**config.mk**
```make
export PLATFORM = sky130hd
export DESIGN_NAME = serial_parity_rx_flat
export DESIGN_NICKNAME = d
export VERILOG_FILES = /design/src/rtl/serial_parity_pkg.sv /design/src/rtl/serial_parity_rx_if.sv /design/src/rtl/serial_parity_rx_stats.sv /design/src/rtl/serial_parity_rx.sv /design/src/flat_wrapper.sv
export SDC_FILE = /design/constraint.sdc
export NUM_CORES = 1
export LEC_CHECK = 0
export CORE_MARGIN = 2
export CORE_UTILIZATION = 50
export DETAILED_ROUTE_END_ITERATION = 6
export GPL_TIMING_DRIVEN = 0
export PLACE_DENSITY = 0.84
export SLEW_MARGIN = 40
export SYNTH_ARGS = -nofsm -noshare
export SYNTH_HDL_FRONTEND = slang
export SYNTH_HIERARCHICAL = 1
export SYNTH_SLANG_ARGS = --single-unit
```
**constraint.sdc**
```tcl
create_clock -name clk -period 2.1 [get_ports clk]
set_clock_uncertainty 0.1 [all_clocks]
set_input_delay 0.42 -clock clk [delete_from_list [all_inputs] [get_ports clk]]
set_output_delay 0.42 -clock clk [all_outputs]
set_load 0.02 [all_outputs]
```
**src/rtl/serial_parity_pkg.sv**
```systemverilog
// Shared definitions for the serial parity link: receiver FSM states, line
// levels and the parity helper that the transmit side also uses.
package serial_parity_pkg;

  localparam int unsigned MAX_DATA_W = 64;
  localparam int unsigned STAT_W     = 16;

  localparam logic LINE_IDLE = 1'b1;
  localparam logic START_BIT = 1'b0;

  typedef enum logic [1:0] {
    IDLE,
    DATA,
    PARITY,
    STOP
  } state_e;

  // XOR reduction of a (zero-extended) word, inverted for odd parity.
  function automatic logic parity_calc(input logic [MAX_DATA_W-1:0] data,
                                       input logic                  odd);
    return (^data) ^ odd;
  endfunction

endpackage

```
**src/rtl/serial_parity_rx_if.sv**
```systemverilog
// Word output channel of the serial parity receiver (valid/ready).
//   out_data    : assembled word, bit 0 = first data bit received
//   out_par_err : parity mismatch for out_data
//   out_frm_err : stop bit was sampled low for out_data
//   out_valid   : word available
//   out_ready   : consumer accepts when out_valid && out_ready
interface serial_parity_rx_if #(
  parameter int unsigned DATA_W = 16
) ();

  logic [DATA_W-1:0] out_data;
  logic              out_par_err;
  logic              out_frm_err;
  logic              out_valid;
  logic              out_ready;

  modport master (
    output out_data,
    output out_par_err,
    output out_frm_err,
    output out_valid,
    input  out_ready
  );

  modport slave (
    input  out_data,
    input  out_par_err,
    input  out_frm_err,
    input  out_valid,
    output out_ready
  );

endinterface

```
**src/rtl/serial_parity_rx_stats.sv**
```systemverilog
// Saturating receive statistics for serial_parity_rx.
//   clk, reset       : clock, synchronous active-high reset
//   i_clear          : zeroes all counters
//   i_frame          : a stop bit was sampled
//   i_par_commit     : a word with a parity error was committed
//   i_drop           : a completed frame was dropped (overrun event)
//   o_frame_cnt, o_par_err_cnt, o_drop_cnt : counters, saturate at all-ones
module serial_parity_rx_stats
  import serial_parity_pkg::*;
(
  input  logic              clk,
  input  logic              reset,
  input  logic              i_clear,
  input  logic              i_frame,
  input  logic              i_par_commit,
  input  logic              i_drop,
  output logic [STAT_W-1:0] o_frame_cnt,
  output logic [STAT_W-1:0] o_par_err_cnt,
  output logic [STAT_W-1:0] o_drop_cnt
);

  logic [STAT_W-1:0] r_frame_cnt;
  logic [STAT_W-1:0] r_par_err_cnt;
  logic [STAT_W-1:0] r_drop_cnt;

  // Counters; clear takes priority over a same-cycle increment.
  always_ff @(posedge clk) begin
    if (reset || i_clear) begin
      r_frame_cnt   <= '0;
      r_par_err_cnt <= '0;
      r_drop_cnt    <= '0;
    end else begin
      if (i_frame && !(&r_frame_cnt))
        r_frame_cnt <= r_frame_cnt + STAT_W'(1);
      if (i_par_commit && !(&r_par_err_cnt))
        r_par_err_cnt <= r_par_err_cnt + STAT_W'(1);
      if (i_drop && !(&r_drop_cnt))
        r_drop_cnt <= r_drop_cnt + STAT_W'(1);
    end
  end

  assign o_frame_cnt   = r_frame_cnt;
  assign o_par_err_cnt = r_par_err_cnt;
  assign o_drop_cnt    = r_drop_cnt;

endmodule

```
**src/rtl/serial_parity_rx.sv**
```systemverilog
// Serial parity receiver: assembles a start/data(LSB first)/parity/stop frame
// sampled on bit_en strobes, checks parity and framing, and presents the word
// on a valid/ready channel. A frame completing while the previous word is still
// pending is dropped and flags the sticky overrun.
// Ports:
//   clk, reset : clock, synchronous active-high reset
//   bit_en     : one-cycle bit strobe; rx_bit sampled only when high
//   rx_bit     : serial line, idles high
//   clear      : clears overrun (and the statistics counters)
//   overrun    : sticky dropped-frame flag
//   out_if     : word output channel (master side)
// Optional: SERIAL_PARITY_RX_STATS_EN adds frame_cnt, par_err_cnt, drop_cnt.
module serial_parity_rx
  import serial_parity_pkg::*;
#(
  parameter int unsigned DATA_W     = 16,
  parameter int unsigned PARITY_ODD = 0
) (
  input  logic               clk,
  input  logic               reset,
  input  logic               bit_en,
  input  logic               rx_bit,
  input  logic               clear,
  output logic               overrun,
  serial_parity_rx_if.master out_if
`ifdef SERIAL_PARITY_RX_STATS_EN
  ,
  output logic [STAT_W-1:0]  frame_cnt,
  output logic [STAT_W-1:0]  par_err_cnt,
  output logic [STAT_W-1:0]  drop_cnt
`endif
);

  localparam int unsigned     CNT_W    = $clog2(DATA_W);
  localparam logic [CNT_W-1:0] LAST_IDX = CNT_W'(DATA_W - 1);
  localparam logic            PAR_SEL  = 1'(PARITY_ODD);

  state_e            r_state;
  state_e            w_state_nxt;
  logic              w_start;
  logic              w_data_bit;
  logic              w_par_bit;
  logic              w_stop_bit;
  logic              w_commit;
  logic              w_drop;

  logic [DATA_W-1:0] r_shift;
  logic [CNT_W-1:0]  r_cnt;
  logic              r_xor;
  logic              r_par_err;

  logic [DATA_W-1:0] r_out_data;
  logic              r_out_par_err;
  logic              r_out_frm_err;
  logic              r_out_valid;
  logic              r_overrun;

  // State register.
  always_ff @(posedge clk) begin
    if (reset) r_state <= IDLE;
    else       r_state <= w_state_nxt;
  end

  // Next state and per-strobe datapath enables.
  always_comb begin
    w_state_nxt = r_state;
    w_start     = 1'b0;
    w_data_bit  = 1'b0;
    w_par_bit   = 1'b0;
    w_stop_bit  = 1'b0;
    if (bit_en) begin
      case (r_state)
        IDLE: begin
          if (rx_bit == START_BIT) begin
            w_start     = 1'b1;
            w_state_nxt = DATA;
          end
        end
        DATA: begin
          w_data_bit = 1'b1;
          if (r_cnt == LAST_IDX) w_state_nxt = PARITY;
        end
        PARITY: begin
          w_par_bit   = 1'b1;
          w_state_nxt = STOP;
        end
        STOP: begin
          w_stop_bit  = 1'b1;
          w_state_nxt = IDLE;
        end
        default: w_state_nxt = IDLE;
      endcase
    end
    // A pending word that is being accepted this cycle frees the slot.
    w_commit = w_stop_bit & (~r_out_valid | out_if.out_ready);
    w_drop   = w_stop_bit & r_out_valid & ~out_if.out_ready;
  end

  // Frame assembly: shift register, bit counter and running parity.
  always_ff @(posedge clk) begin
    if (reset) begin
      r_shift   <= '0;
      r_cnt     <= '0;
      r_xor     <= 1'b0;
      r_par_err <= 1'b0;
    end else begin
      if (w_start) begin
        r_cnt <= '0;
        r_xor <= 1'b0;
      end
      if (w_data_bit) begin
        r_shift[r_cnt] <= rx_bit;
        r_xor          <= r_xor ^ rx_bit;
        if (r_cnt != LAST_IDX) r_cnt <= r_cnt + CNT_W'(1);
      end
      if (w_par_bit)
        r_par_err <= parity_calc(MAX_DATA_W'({r_xor, rx_bit}), PAR_SEL);
    end
  end

  // Output word register, handshake and sticky overrun (set beats clear).
  always_ff @(posedge clk) begin
    if (reset) begin
      r_out_data    <= '0;
      r_out_par_err <= 1'b0;
      r_out_frm_err <= 1'b0;
      r_out_valid   <= 1'b0;
      r_overrun     <= 1'b0;
    end else begin
      if (w_commit) begin
        r_out_data    <= r_shift;
        r_out_par_err <= r_par_err;
        r_out_frm_err <= ~rx_bit;
        r_out_valid   <= 1'b1;
      end else if (r_out_valid && out_if.out_ready) begin
        r_out_valid <= 1'b0;
      end
      if (w_drop)     r_overrun <= 1'b1;
      else if (clear) r_overrun <= 1'b0;
    end
  end

  assign out_if.out_data    = r_out_data;
  assign out_if.out_par_err = r_out_par_err;
  assign out_if.out_frm_err = r_out_frm_err;
  assign out_if.out_valid   = r_out_valid;
  assign overrun            = r_overrun;

`ifdef SERIAL_PARITY_RX_STATS_EN
  logic w_par_commit;
  assign w_par_commit = w_commit & r_par_err;

  serial_parity_rx_stats u_stats (
    .clk           (clk),
    .reset         (reset),
    .i_clear       (clear),
    .i_frame       (w_stop_bit),
    .i_par_commit  (w_par_commit),
    .i_drop        (w_drop),
    .o_frame_cnt   (frame_cnt),
    .o_par_err_cnt (par_err_cnt),
    .o_drop_cnt    (drop_cnt)
  );
`endif

endmodule

```
**src/flat_wrapper.sv**
```systemverilog
// flat-port wrapper written by rule: the top's interface ports become plain ports
module serial_parity_rx_flat import serial_parity_pkg::*;
#(
  parameter int unsigned DATA_W     = 16,
  parameter int unsigned PARITY_ODD = 0
)
  (clk, reset, bit_en, rx_bit, clear, overrun, out_if_out_data, out_if_out_par_err, out_if_out_frm_err, out_if_out_valid, out_if_out_ready);
  serial_parity_rx_if #(.DATA_W(DATA_W)) out_if_i ();
  input  logic clk;
  input  logic reset;
  input  logic bit_en;
  input  logic rx_bit;
  input  logic clear;
  output logic overrun;
  output wire logic [$bits(out_if_i.out_data)-1:0] out_if_out_data;
  output wire logic [$bits(out_if_i.out_par_err)-1:0] out_if_out_par_err;
  output wire logic [$bits(out_if_i.out_frm_err)-1:0] out_if_out_frm_err;
  output wire logic [$bits(out_if_i.out_valid)-1:0] out_if_out_valid;
  input wire logic [$bits(out_if_i.out_ready)-1:0] out_if_out_ready;
  assign out_if_out_data = out_if_i.out_data;
  assign out_if_out_par_err = out_if_i.out_par_err;
  assign out_if_out_frm_err = out_if_i.out_frm_err;
  assign out_if_out_valid = out_if_i.out_valid;
  assign out_if_i.out_ready = out_if_out_ready;
  serial_parity_rx #(.DATA_W(DATA_W), .PARITY_ODD(PARITY_ODD)) u_core (.clk(clk), .reset(reset), .bit_en(bit_en), .rx_bit(rx_bit), .clear(clear), .overrun(overrun), .out_if(out_if_i));
endmodule
```
==> impl_results.md <==
* Proportion of synthesized area in mux cells at 0.5079%
* Final critical delay including setup and external delays at 1765 ps
* Initial core utilization at 53.03%
* Unrepaired setup endpoints after global routing: false
* Routed wirelength normalized by instance count at 14.02 um
* Max capacitance violation total at 0
* Insertion delay to the later sink of the worst-skew pair at 290 ps
* Static leakage power at 0.8171 nW
* Synth cell types at 34
* Compound-Gate Fraction of Synth Area at 24.83%
* Layout-stage area growth over the synthesis result at 21.65%
* End of the worst register-to-register path: u_core/r_state[0]$_SDFFE_PP0P_
* Final-report max-slew violation count at 0
* Via density per instance at 5.861
* Overall power consumption at 1.670 mW
* Die Area at about 4500 um2
* Wire length of the first global-routing pass at 7245 um
* GPL Wtd Cong at 0.8237
* Number of antenna-violating nets in the routed design at 0
* Portion of synthesized cell area occupied by the leading cell type at 44.70%
* Count of instances resized after the clock tree is built at 0
* Count of fill cells added during filler insertion at 332
* Count of inserted antenna diode cells at 0
* Root buffer cell: sky130_fd_sc_hd__clkbuf_8
* Reg2Reg Depth at 4
* FF+latch count, synth at 44
* Number of remaining DRC errors at 0
* Simple logic cell fraction of the synthesized area at 18.16%
* Clock slew at the register clock pins of the worst setup and hold paths at ~80 ps
* Min-delay src: reset
* Clock sink count at 44
* Worst-path cell with the longest stage delay: sky130_fd_sc_hd__clkdlybuf4s50_1
* Std-Cell Rows at 22
* Number of detailed-routing iterations run before antenna repair at 4
* GRT Resource Usage Total at about a fifth
* Data arrival, critical path at 1250 ps
* Final hold vios at 0
* Die outline width at 66.78 um
* Final net count at 281
* Total negative setup slack at 0 ps
* Aggregate global routing overflow at 0
* Final worst-path cycle share at 84.06%
* Number of cells on the worst hold path at 2
* Share of layout cells above drive strength 1 at roughly 7.8%
* Number of DRC markers in iteration 0 at 120
* CP Data Required Time at approximately 1600 ps
* Largest stage delay on the critical path at 600 ps
* Number of enable-type register cells in the synthesized netlist at 0
* Most area-consuming cells after synthesis: sky130_fd_sc_hd__dfxtp_1, sky130_fd_sc_hd__a21oi_1, sky130_fd_sc_hd__nand3_1, sky130_fd_sc_hd__o21ai_0, sky130_fd_sc_hd__ha_1
* Multi-input combinational cell area at between 900 and 1000 um2
* Post-synth top flop: sky130_fd_sc_hd__dfxtp_1
* Filler-free cell count of the finished design at 316
* Actual transition at the worst max-transition pin at about 550 ps
* Fraction of synthesized cell area in xor and xnor cells at less than 1%
* Post-DP HPWL at 3139 um
* Via count of the first global-routing pass at 1598
* Total wire length at 4431 um
* Hold Buf Count CTS at 0
* Cells after synthesis at around 240
* Die outline height at about 67 um
* Post-synthesis sequential area ratio at between 40% and 50%
* Worst supply voltage drop on vdd at 0.3724 mV
* Setup Crit Path Kind: reg2out
* Dominant combinational cell family by area after synthesis: compound AO/OA/AOI/OAI gates
* Clock tree from TritonCTS: built
* Pin count of the biggest net entering global routing at 14
* Count of H-tree levels built during CTS at 2
* Core occupancy in the finished layout at between 60 and 70%
* Upper clock frequency limit at 0.5665 GHz
* Synth Area in Adders at just over 5%
* Area of the placeable core at 3716 um2
* Num CTS Buffers at 5
* Number of warnings issued by yosys at 6
* PwrDens at 696.7 nW/um2
* Maximum clock insertion buffer count at 2
* Hold worst-path end: u_core/r_par_err$_SDFFE_PP0P_
* Final worst setup slack at 334.7 ps
* FF/Latch Area at about 880 um2
* Run status: completed
* CP max FO at 3
* Reg2Reg Setup Slack at 360 ps
* Number of endpoints failing setup at the final stage at 0
* Ports at 26
* Post-placement worst setup slack at 89.20 ps
* Biggest area consumer among synthesized cells: sky130_fd_sc_hd__dfxtp_1
* Initial antenna violation count at 0
* Placed Cells at between 300 and 400
* Fraction of registers with async set/reset at 0%
* Number of nets produced by synthesis at 250
* Post-Syn Area at 1971 um2
* Number of buffer and inverter instances along the worst setup path at 1
* Average size of a mapped cell at 8.350 um2
* Detailed-route via count at 1852
* Port Buffer Count at 24
* Cell family contributing the most delay on the critical path: buffers and inverters
* Worst r2r src: u_core/r_cnt[1]$_SDFF_PP0_
* Endpoint kind of the worst setup timing path: output pin
* Hold Crit Class: in2reg
* Remaining max-slew budget at the tightest pin at a little under two thirds
* Cells traversed along the worst timing path: clkdlybuf4s50_1
* Startpoint type of the worst setup path: flop
* Setup bufs post-CTS at 0
==> report_power, final <==
part / total [mW] / leakage, nW / switching [mW] / internal [mW]
Combinational: 0.121 / 0.398 / 0.0775 / 0.0435
Sequential: 0.852 / 0.355 / 0.00961 / 0.843
Clock: 0.697 / 0.0645 / 0.277 / 0.419
Total: 1.67 / 0.817 / 0.364 / 1.31
==> worst max-delay path by stage <==
stage / start / cells past startpoint / slack [ps] / endpoint
detailed placement: bit_en / 4 / 90 / u_core/r_cnt[2]$_SDFF_PP0_
floorplan: u_core/r_cnt[0]$_SDFF_PP0_ / 4 / 590 / u_core/r_state[0]$_SDFFE_PP0P_
finish: u_core/out_if.out_valid$_SDFFE_PP0P_ / 1 / 330 / out_if_out_valid
global placement: bit_en / 4 / 90 / u_core/r_cnt[2]$_SDFF_PP0_
global route: bit_en / 5 / 260 / u_core/r_shift[11]$_SDFFE_PP0P_
CTS: u_core/out_if.out_par_err$_SDFFE_PP0P_ / 1 / 320 / out_if_out_par_err
==> logic make-up (layout without fill, tap and decap cells) <==
logic type      count (synthesis)  count (layout)
compound gates                 89              89
simple gates                   67              67
flops                          44              44
buf+inv                        26              58
fa+ha+maj                       8               8
xor+xnor                        1               1
mux                             1               1
==> metrics by stage <==
step | area [um2] | hold slack, ps
detailed placement | 2271 | 357.3
CTS | 2397 | 365.1
global route | 2397 | 398.9
finish | 2397 | 364.7
floorplan | 1971 | 340.3
global placement | 2271 | 355.8
==> routing by layer <==
layer  wire [um]  GRT usage [%]  vias to the layer above
met1        2029          27.21                      863
li1            -              -                      909
met4          53          6.122                        0
met2        2071          35.63                       74
met3         277          5.068                        6
met5           0              0                        -
==> flip-flops by register name, summed over array words and instances (netlist names) <==
| name | cells |
|---|---|
| u_core/out_if.out_data | 16 |
| u_core/r_cnt | 4 |
| u_core/r_xor | 1 |
| u_core/out_if.out_frm_err | 1 |
| u_core/r_par_err | 1 |
| u_core/out_if.out_par_err | 1 |
| u_core/r_shift | 16 |
| u_core/overrun | 1 |
| u_core/out_if.out_valid | 1 |
| u_core/r_state | 2 |
==> cells in the final DEF (no fill, tap or decap), types with 2 or more instances in the layout <==
master                            Yosys  layout
sky130_fd_sc_hd__buf_2                6       6
sky130_fd_sc_hd__a21oi_1             42      42
sky130_fd_sc_hd__clkbuf_1             8       8
sky130_fd_sc_hd__a311oi_1             2       2
sky130_fd_sc_hd__o21ai_0             36      36
sky130_fd_sc_hd__nand4_1              4       4
sky130_fd_sc_hd__inv_1                7       7
sky130_fd_sc_hd__ha_1                 8       8
sky130_fd_sc_hd__nand3_1             37      37
sky130_fd_sc_hd__nor2_1               2       2
sky130_fd_sc_hd__and2_1               2       2
sky130_fd_sc_hd__nor2b_1              3       3
sky130_fd_sc_hd__o211ai_1             3       3
sky130_fd_sc_hd__nand2b_1             3       3
sky130_fd_sc_hd__clkbuf_8             0       7
sky130_fd_sc_hd__and3_1               5       5
sky130_fd_sc_hd__dfxtp_1             44      44
sky130_fd_sc_hd__buf_4                3       3
sky130_fd_sc_hd__clkdlybuf4s50_1      0      24
sky130_fd_sc_hd__nand2_1              5       5
==> Yosys cell counts, drive strengths merged, types with 2 or more instances <==
master,count
nand4,4
nand2,6
nand2b,3
dfxtp,44
o21ai,36
clkbuf,8
buf,11
a311oi,2
a221oi,2
o211ai,3
nand3,37
and3,5
a21oi,42
ha,8
nor2,2
and2,2
nor2b,3
or2,2
inv,7
==> area by class of cell <==
| type | count | area share [%] |
|---|---|---|
| sequential | 44 | 36.74 |
| multi-input combinational | 166 | 40.29 |
| clock inverter | 1 | 1.253 |
| tap | 48 | 2.505 |
| timing repair buffer | 24 | 10.02 |
| buffer | 19 | 4.071 |
| clock buffer | 7 | 4.019 |
| inverter | 7 | 1.096 |
(Power assumes the default switching activity.)
